## src/rtl/cell_pos_reader.sv

```systemverilog
// Read-side controller for a per-cell position memory: reads the particle
// count from word 0, then streams words 1..N downstream through a small
// credit-controlled output FIFO.
module cell_pos_reader #(
   parameter int unsigned DATA_WIDTH   = 96,
   parameter int unsigned ADDR_WIDTH   = 8,
   parameter int unsigned PARTICLE_NUM = 220,
   parameter int unsigned FIFO_DEPTH   = 4
) (
   input  logic                  clock,
   input  logic                  rst,
   input  logic                  start,
   output logic                  busy,
   output logic                  done,
   output logic [ADDR_WIDTH-1:0] particle_count,
   output logic [ADDR_WIDTH-1:0] mem_address,
   output logic                  mem_rden,
   input  logic [DATA_WIDTH-1:0] mem_q,
   output logic                  out_valid,
   input  logic                  out_ready,
   output logic [DATA_WIDTH-1:0] out_data,
   output logic [ADDR_WIDTH-1:0] out_index,
   output logic                  out_last
);

   localparam int unsigned CW = $clog2(FIFO_DEPTH + 1);
   localparam int unsigned PW = (FIFO_DEPTH > 1) ? $clog2(FIFO_DEPTH) : 1;
   localparam logic [ADDR_WIDTH-1:0] MAX_CNT = ADDR_WIDTH'(PARTICLE_NUM - 1);

   typedef struct packed {
      logic [DATA_WIDTH-1:0] data;
      logic [ADDR_WIDTH-1:0] index;
      logic                  last;
   } entry_t;

   typedef enum logic [2:0] {IDLE, RD_CNT, WAIT_CNT, STREAM, DRAIN, FIN} state_t;

   state_t                state, state_nxt;
   logic                  wait_cnt;
   logic [ADDR_WIDTH-1:0] next_addr;
   logic [1:0]            sv;
   logic [ADDR_WIDTH-1:0] stag0, stag1;
   entry_t                store [FIFO_DEPTH];
   logic [PW-1:0]         wr_ptr, rd_ptr;
   logic [CW-1:0]         store_cnt;

   logic                  pop, push, head_free, store_we, store_re, rd_data;
   logic                  issue_nxt, credit_ok;
   logic [CW-1:0]         total, total_nxt;
   logic [1:0]            inflight_nxt;
   logic [ADDR_WIDTH-1:0] cnt_raw, cnt_clamped;
   entry_t                push_entry;

   function automatic logic [PW-1:0] inc_ptr(input logic [PW-1:0] p);
      return (p == PW'(FIFO_DEPTH - 1)) ? '0 : p + PW'(1);
   endfunction

   // Occupancy, credit and FIFO steering; credit is evaluated on next-cycle values
   // so the registered read strobe obeys the rule in the cycle it is asserted.
   always_comb begin
      pop          = out_valid & out_ready;
      push         = sv[1];
      push_entry   = '{data: mem_q, index: stag1, last: (stag1 == particle_count)};
      head_free    = ~out_valid | pop;
      store_re     = head_free & (store_cnt != '0);
      store_we     = push & ~(head_free & (store_cnt == '0));
      rd_data      = mem_rden & (state == STREAM);
      total        = store_cnt + CW'(out_valid);
      total_nxt    = total + CW'(push) - CW'(pop);
      inflight_nxt = 2'(rd_data) + 2'(sv[0]);
      credit_ok    = ((CW+1)'(total_nxt) + (CW+1)'(inflight_nxt)) < (CW+1)'(FIFO_DEPTH);
      cnt_raw      = mem_q[ADDR_WIDTH-1:0];
      cnt_clamped  = (cnt_raw > MAX_CNT) ? MAX_CNT : cnt_raw;
   end

   // State register.
   always_ff @(posedge clock or posedge rst) begin
      if (rst) state <= IDLE;
      else     state <= state_nxt;
   end

   // Next-state and read-issue decision.
   always_comb begin
      state_nxt = state;
      issue_nxt = 1'b0;
      case (state)
         IDLE:     if (start) state_nxt = RD_CNT;
         RD_CNT:   state_nxt = WAIT_CNT;
         WAIT_CNT: if (wait_cnt) state_nxt = (cnt_clamped == '0) ? FIN : STREAM;
         STREAM:   if (rd_data && (mem_address == particle_count)) state_nxt = DRAIN;
         DRAIN:    if (pop && out_last && (store_cnt == '0) && (sv == 2'b00)) state_nxt = FIN;
         FIN:      state_nxt = IDLE;
         default:  state_nxt = IDLE;
      endcase
      issue_nxt = (state_nxt == STREAM) && credit_ok;
   end

   // Control outputs, read address generation and the 2-stage in-flight tracker.
   always_ff @(posedge clock or posedge rst) begin
      if (rst) begin
         busy           <= 1'b0;
         done           <= 1'b0;
         mem_rden       <= 1'b0;
         mem_address    <= '0;
         next_addr      <= '0;
         wait_cnt       <= 1'b0;
         particle_count <= '0;
         sv             <= 2'b00;
         stag0          <= '0;
         stag1          <= '0;
      end else begin
         busy     <= (state_nxt == RD_CNT) || (state_nxt == WAIT_CNT) ||
                     (state_nxt == STREAM) || (state_nxt == DRAIN);
         done     <= (state_nxt == FIN);
         wait_cnt <= (state == WAIT_CNT) ? ~wait_cnt : 1'b0;
         if ((state == IDLE) && start) begin
            mem_rden    <= 1'b1;
            mem_address <= '0;
            next_addr   <= ADDR_WIDTH'(1);
         end else if (issue_nxt) begin
            mem_rden    <= 1'b1;
            mem_address <= next_addr;
            next_addr   <= next_addr + ADDR_WIDTH'(1);
         end else begin
            mem_rden    <= 1'b0;
         end
         if ((state == WAIT_CNT) && wait_cnt) particle_count <= cnt_clamped;
         sv    <= {sv[0], rd_data};
         stag0 <= mem_address;
         stag1 <= stag0;
      end
   end

   // Registered FIFO head plus pointer bookkeeping; a push into an empty FIFO
   // bypasses the storage and lands directly in the head.
   always_ff @(posedge clock or posedge rst) begin
      if (rst) begin
         out_valid <= 1'b0;
         out_data  <= '0;
         out_index <= '0;
         out_last  <= 1'b0;
         wr_ptr    <= '0;
         rd_ptr    <= '0;
         store_cnt <= '0;
      end else begin
         if (store_we) wr_ptr <= inc_ptr(wr_ptr);
         if (store_re) rd_ptr <= inc_ptr(rd_ptr);
         store_cnt <= store_cnt + CW'(store_we) - CW'(store_re);
         if (head_free) begin
            if (store_re) begin
               {out_data, out_index, out_last} <= store[rd_ptr];
               out_valid <= 1'b1;
            end else if (push) begin
               {out_data, out_index, out_last} <= push_entry;
               out_valid <= 1'b1;
            end else begin
               out_valid <= 1'b0;
            end
         end
      end
   end

   // FIFO storage behind the head.
   always_ff @(posedge clock) begin
      if (store_we) store[wr_ptr] <= push_entry;
   end

   // Credit control must keep total occupancy within FIFO_DEPTH.
   assert property (@(posedge clock) disable iff (rst)
                    !(push && !pop && (total == CW'(FIFO_DEPTH))));

endmodule

```

## config.mk

```make
export PLATFORM = sky130hd
export DESIGN_NAME = cell_pos_reader
export DESIGN_NICKNAME = d
export VERILOG_FILES = /design/src/rtl/cell_pos_reader.sv
export SDC_FILE = /design/constraint.sdc
export NUM_CORES = 1
export LEC_CHECK = 0
export ABC_AREA = 1
export BUFFER_PORTS_ARGS = -buffer_cell sky130_fd_sc_hd__buf_2
export CORE_ASPECT_RATIO = 1.5
export CORE_UTILIZATION = 53
export DETAILED_ROUTE_END_ITERATION = 8
export GPL_TIMING_DRIVEN = 0
export PLACE_DENSITY_LB_ADDON = 0.12
export SLEW_MARGIN = 15
export SYNTH_ARGS = -nofsm -noshare
export SYNTH_HDL_FRONTEND = slang
export SYNTH_SLANG_ARGS = --single-unit
export TNS_END_PERCENT = 100
```

## constraint.sdc

```tcl
create_clock -name clock -period 5.9 [get_ports clock]
set_input_delay 0.885 -clock clock [delete_from_list [all_inputs] [get_ports clock]]
set_output_delay 0.885 -clock clock [all_outputs]
set_load 0.005 [all_outputs]
```

* Word-level counts from Yosys, hierarchy flattened
Memories as Yosys holds them, arrays and structs flattened.
Index checks and enable logic that the tools add are counted.
** Word-level totals
- Register bits :: 162
- Memory bits (writable) :: 420
- Bits of input ports :: 100
- Memories :: 1
** Cells by class
- $add $sub $neg :: 10
- $lt $le $gt $ge :: 2
- Equality and inequality tests :: 13
- Mux-type cells :: 26
- Bitwise logic cells :: 9
- Reductions and logical operators :: 18
** Memory list
- store :: words 4, width 105, rd ports 1, clocked after memory_dff 0, wr ports 1, RTL line 43 : entry_t store [FIFO_DEPTH];
** Operators with widths (count)
- $mux 96 :: 2
- $mux 8 :: 7
- $eq 8x8->1 :: 2
- $mux 3 :: 5
- $pmux 3 s5 :: 1
- $eq 3x2->1 const B :: 4
- $add 3x1->3 :: 3
- $eq 3x3->1 const B :: 3
- $mux 1 :: 9
- $add 8x1->8 const B :: 1
- $gt 8x8->1 const B :: 1
- $logic_not 8->1 :: 1
- $logic_and 1x1->1 :: 7
- $eq 3x1->1 const B :: 2
- $logic_not 3->1 :: 2
- $sub 3x1->3 :: 2
- $and 1x1->1 :: 5
- $add 2x1->2 const B :: 2
- $add 3x2->4 :: 1
- $eq 2x2->1 const B :: 2
- $lt 4x3->1 const B :: 1
- $mux 2 :: 2
- $reduce_bool 2->1 :: 2
- $logic_or 1x1->1 :: 3
- 6 further kinds :: 8

* Longest topological paths before layout
- Word-level depth :: 10
- Gate-level depth with buffers :: 14
- Gate-level depth less buffers :: 14

* Worst setup path before layout
Ideal clock, no wire load.
- Path type :: input port to flip-flop
- Start :: in out_ready
- End :: mem store[0][0] (netlist name) (enable)
- Setup time :: 570 ps
- Arrival time :: 5749 ps
- Required time :: 5330 ps
- Slack :: -419 ps
- Cell stages on the path :: 5
- Path buffers :: 0
- Path through :: nor2_2 inv_2 nand2_1 nand2_1 nor2_1
** Between the ends
- Longest elaborated chain between the ends :: 7
** RTL lines
- from (decl) :: RTL line 20 : input logic out_ready,
- $and 1x1->1 :: RTL line 61 : pop = out_valid & out_ready;
- $or 1x1->1 :: RTL line 64 : head_free = ~out_valid | pop;
- $and 1x1->1 :: RTL line 66 : store_we = push & ~(head_free & (store_cnt == '0));
- $not 1->1 :: RTL line 66
- $and 1x1->1 :: RTL line 66
- $mux 1 :: RTL line 165 : if (store_we) store[wr_ptr] <= push_entry;
- $mux 1 (not written as such) :: RTL line 165
- to (decl) :: RTL line 43
Every way passes these cells.

* Worst setup path after layout
- Start :: reg out_valid
- End :: reg next_addr[1]
** Between the ends
- Longest elaborated chain between the ends :: 9
** RTL lines
- from (decl) :: RTL line 19 : output logic out_valid,
- from (signal assigned) :: RTL line 138 : out_valid <= 1'b0;
- from (signal assigned) :: RTL line 152 : out_valid <= 1'b1;
- from (signal assigned) :: RTL line 155 : out_valid <= 1'b1;
- branches (longest 7 deep; another with $add 3x2->4)
- $logic_and 1x1->1 (*) :: RTL line 95 : issue_nxt = (state_nxt == STREAM) && credit_ok;
- $reduce_bool 2->1 (no source line) (*)
- to (signal assigned) :: RTL line 123 : next_addr <= next_addr + ADDR_WIDTH'(1);
- to (decl) :: RTL line 40 : logic [ADDR_WIDTH-1:0] next_addr;
Every way passes the cells marked *.
A chain may end at the register's enable or synchronous reset.

==> out/qor.csv <==
stage,metric,value,unit
outcome,status,completed,
cts,cts bufs inserted,53,
drt,Detailed Route Iter0 Violations,1408,
yosys,leading cell types by total area after synthesis,"sky130_fd_sc_hd__edfxtp_1 55%, sky130_fd_sc_hd__dfrtp_1 18%, sky130_fd_sc_hd__nor2_1 5.7%",
setup_path,FF-to-FF path depth,14,
drt,drt first pass iters,6,
yosys,largest family of logic cells by synthesized area,compound AO/OA/AOI/OAI gates,
sta,hold slack,0.341,ns
setup_path,Arrival @ worst endpoint,3.24,ns
yosys,fraction of synthesized cell area taken by the top area cell type,0.549,
sta,fin crit share,0.468,
placement,placer's final routability congestion estimate,0.829,
cts,total number of H-tree levels,2,
sta,worst clock skew,0.0186,ns
setup_path,Most common cell on crit path,sky130_fd_sc_hd__inv_1,
yosys,number of synthesis warnings,0,
setup_path,Critical Path Max Stage Delay,0.48,ns
setup_path,combined buffer and inverter count along the critical path,4,
setup_path,"logic depth of the worst path, buffers included",14,
cells_and_area,post-synthesis to final-layout area growth,17.7,%
sta,minimum clock period,2.76,ns
cts,number of clock sinks seen by CTS,582,
yosys,XOR/XNOR share of the synthesized area,0.00801,
placement,count of buffers from port buffering,224,
cells_and_area,fraction of final layout cells with drive strength greater than 1,0.184,
die,die footprint,0.0442,mm2
global_routing,vias in the first global route,16087,
yosys,"area leader, netlist",sky130_fd_sc_hd__edfxtp_1,
power,Static Leakage,0.0103,uW
cts,TritonCTS clock tree,built,
yosys,Netlist Area Pre-Place,0.0230,mm2
min_path,number of instances on the worst hold path,0,
setup_path,data required time at the worst endpoint,6.38,ns
cts,register clock-pin slew on the reported worst setup and hold paths,0.06,ns
yosys,Unique masters post-synth,37,
drt,wire length per cell after detailed routing,21.3,um
cts,CTS Root Cell,sky130_fd_sc_hd__clkbuf_16,
die,overall die height,257,um
cts,number of buffers added for setup after CTS,0,
setup_path,cell with the largest stage delay on the worst path,sky130_fd_sc_hd__fa_1,
yosys,simple-gate area share of the yosys netlist,0.101,
cells_and_area,number of nets in the layout,2301,
die,IO Pins,225,
setup_path,family with the most delay on the worst path,adder cells,
placement,HPWL reported at the end of detailed placement,39600,um
setup_path,critical path capture point type,flip-flop,
drt,Post-DRT Antenna Nets,0,
sta,final-report setup violation count,0,
global_routing,total routing usage reported by global routing,0.274,
sta,RSZ-0062 raised after global routing,false,
sta,Peak Freq,362,MHz
sta,number of pins with negative max-slew slack in the final report,0,
sta,final hold violation count,0,
yosys,number of nets in the synthesized netlist,2002,
cts,count of hold buffers inserted by post-cts repair,0,
die,placeable core area,0.0428,mm2
power,Switching Share,0.371,
drt,via-per-instance ratio,5.68,
global_routing,maximum number of pins on one net before global-route repair,92,
min_path,worst hold path class,reg -> reg,
setup_path,Worst Setup Start Kind,flip-flop,
die,Die Width,172,um
cts,CTS max path bufs,3,
power,share of power burned in the clock network,0.251,
placement,worst setup slack after placement,2.53,ns
power,power share of the sequential group,0.398,
yosys,"post-synthesis share of cell area spent on full adders, half adders and majority gates",0.00806,
cts,PostCTS Resize Cnt,0,
power,fraction of power consumed by combinational cells,0.351,
power,Cell Int Power,8590,uW
yosys,mean area per synthesized cell,12.2,um2
power,peak supply drop,0.367,mV
global_routing,initial antenna violation count,8,
global_routing,wire length of the first global-routing pass,90800,um
power,NetSw,5070,uW
yosys,sequential share of the synthesized area,0.726,
drt,Final Routed Wirelength,59900,um
setup_path,critical-path maximum fanout,7,
yosys,number of register bits inferred by synthesis,582,
setup_path,CP Cell Sequence,nand2_1 -> inv_1 -> ha_1 -> fa_1 -> inv_1 -> ha_1 -> a21oi_1 -> nor2_1 -> nor2_1 -> inv_1 -> a21oi_2 -> nand3_1 -> nand2_1 -> inv_1,
drt,number of vias after detailed routing,15951,
sta,worst path setup slack after routing,3.14,ns
job,number of maximum-capacitance violations,0,
yosys,post-synthesis instance total,1889,
setup_path,type of the worst setup path,reg -> reg,
die,total number of placement rows,93,
global_routing,total congestion overflow after global routing,0,
cts,insertion delay of the later-clocked pin in the worst-skew pair,0.59,ns
sta,normalized max-slew margin,0.506,
power,total power divided by cell area,505,mW/mm2
sta,Worst Tran Pin Value,0.740,ns
yosys,fraction of the mapped netlist area in compound gates,0.127,
drt,remaining design rule violation count,0,
die,Initial Util,0.536,
yosys,share of synthesized area spent on multiplexers,0,
==> cells by family (layout without fill, tap and decap cells) <==
family	Yosys count	after routing
AO/OA/AOI/OAI	543	543
XOR/XNOR	21	21
adder cells (fa/ha/maj)	13	13
buffers and inverters	166	510
flip-flops	582	582
other	0	7
AND/OR/NAND/NOR	564	564
==> routing by layer <==
layer / GRT usage / wire (um) / vias up
met1: 0.343 / 23500 / 7965
met5: 0 / 8 / -
met2: 0.471 / 31100 / 511
met4: 0.120 / 2100 / 2
li1: - / - / 7353
met3: 0.0408 / 3260 / 120
==> worst register-to-register path: cells and delay by family (launching register included) <==
kind	cells	cell delay, ns
buf+inv	4	0.21
fa+ha+maj	3	1.02
flops	1	0.41
compound gates	2	0.44
simple gates	5	0.58
==> power by group through the flow <==
stage | clock, uW | sequential (uW) | combinational, uW
after floorplan | 0 | 5480 | 2910
after global placement | 0 | 5560 | 4630
after detailed placement | 0 | 5520 | 4780
after CTS | 3470 | 5440 | 4810
after global routing | 3630 | 5500 | 5320
final | 3430 | 5440 | 4790
==> registers in the layout (all words and copies together), names as in the netlist, 8 cells and up <==
register,cells
mem_address,8
next_addr,8
out_data,96
out_index,8
particle_count,8
stag0,8
stag1,8
store,420
==> Yosys cell counts (all sizes together) <==
cell type,number
edfxtp,420
nor2,355
o21ai,223
a21oi,208
nand2,169
dfrtp,162
o22ai,105
clkbuf,68
inv,49
buf,48
nand3,26
xor2,18
nand4,11
ha,10
fa,3
nor3,3
xnor2,3
a22o,2
o221a,2
a22oi,1
a31oi,1
clkinv,1
o21bai,1
==> final timing paths <==
kind                            from      endpoint  slack, ns
max reg2reg                out_valid  next_addr[1]       3.14
min in group asynchronous        rst  out_data[64]       0.38
max in group asynchronous        rst  out_data[88]       4.58
min                         stag0[5]      stag1[5]       0.34
max                        out_valid  next_addr[1]       3.14
min reg2reg                 stag0[5]      stag1[5]       0.34
==> cell usage in the layout (no fill, tap or decap), types with 8 or more instances in the layout <==
cell type,n
sky130_fd_sc_hd__o21ai_0,177
sky130_fd_sc_hd__buf_2,261
sky130_fd_sc_hd__nor2_1,344
sky130_fd_sc_hd__o21ai_1,46
sky130_fd_sc_hd__xor2_1,18
sky130_fd_sc_hd__nand3_1,13
sky130_fd_sc_hd__edfxtp_1,420
sky130_fd_sc_hd__inv_2,9
sky130_fd_sc_hd__nand4_1,10
sky130_fd_sc_hd__nand2_1,166
sky130_fd_sc_hd__dfrtp_1,162
sky130_fd_sc_hd__nand3_2,12
sky130_fd_sc_hd__buf_12,14
sky130_fd_sc_hd__inv_1,39
sky130_fd_sc_hd__ha_1,10
sky130_fd_sc_hd__clkbuf_8,8
sky130_fd_sc_hd__a21oi_1,204
sky130_fd_sc_hd__clkbuf_1,86
sky130_fd_sc_hd__clkbuf_16,55
sky130_fd_sc_hd__o22ai_1,105
sky130_fd_sc_hd__clkinv_2,10
==> stage by stage <==
step	cells	TNS [ns]	instance area [um2]	utilization	total power, uW
final	2810	0	27000	0.631	13700
after global routing	2810	0	27000	0.631	14400
after CTS	2803	0	27000	0.631	13700
after detailed placement	2703	0	25300	0.591	10300
after global placement	2683	-2125.48	24800	0.579	10200
after floorplan	1889	-176.12	23000	-	8390
==> layout make-up <==
| type | count | area (um2) |
|---|---|---|
| Sequential cell | 582 | 16700 |
| Fill cell | 3454 | 15800 |
| Multi-Input combinational cell | 1141 | 5620 |
| Timing Repair Buffer | 244 | 1570 |
| Clock buffer | 81 | 1550 |
| Tap cell | 570 | 713 |
| Buffer | 116 | 524 |
| Inverter | 50 | 196 |
| Clock inverter | 19 | 178 |
| Antenna cell | 7 | 17.5 |
Power figures use the tool's default switching activity.
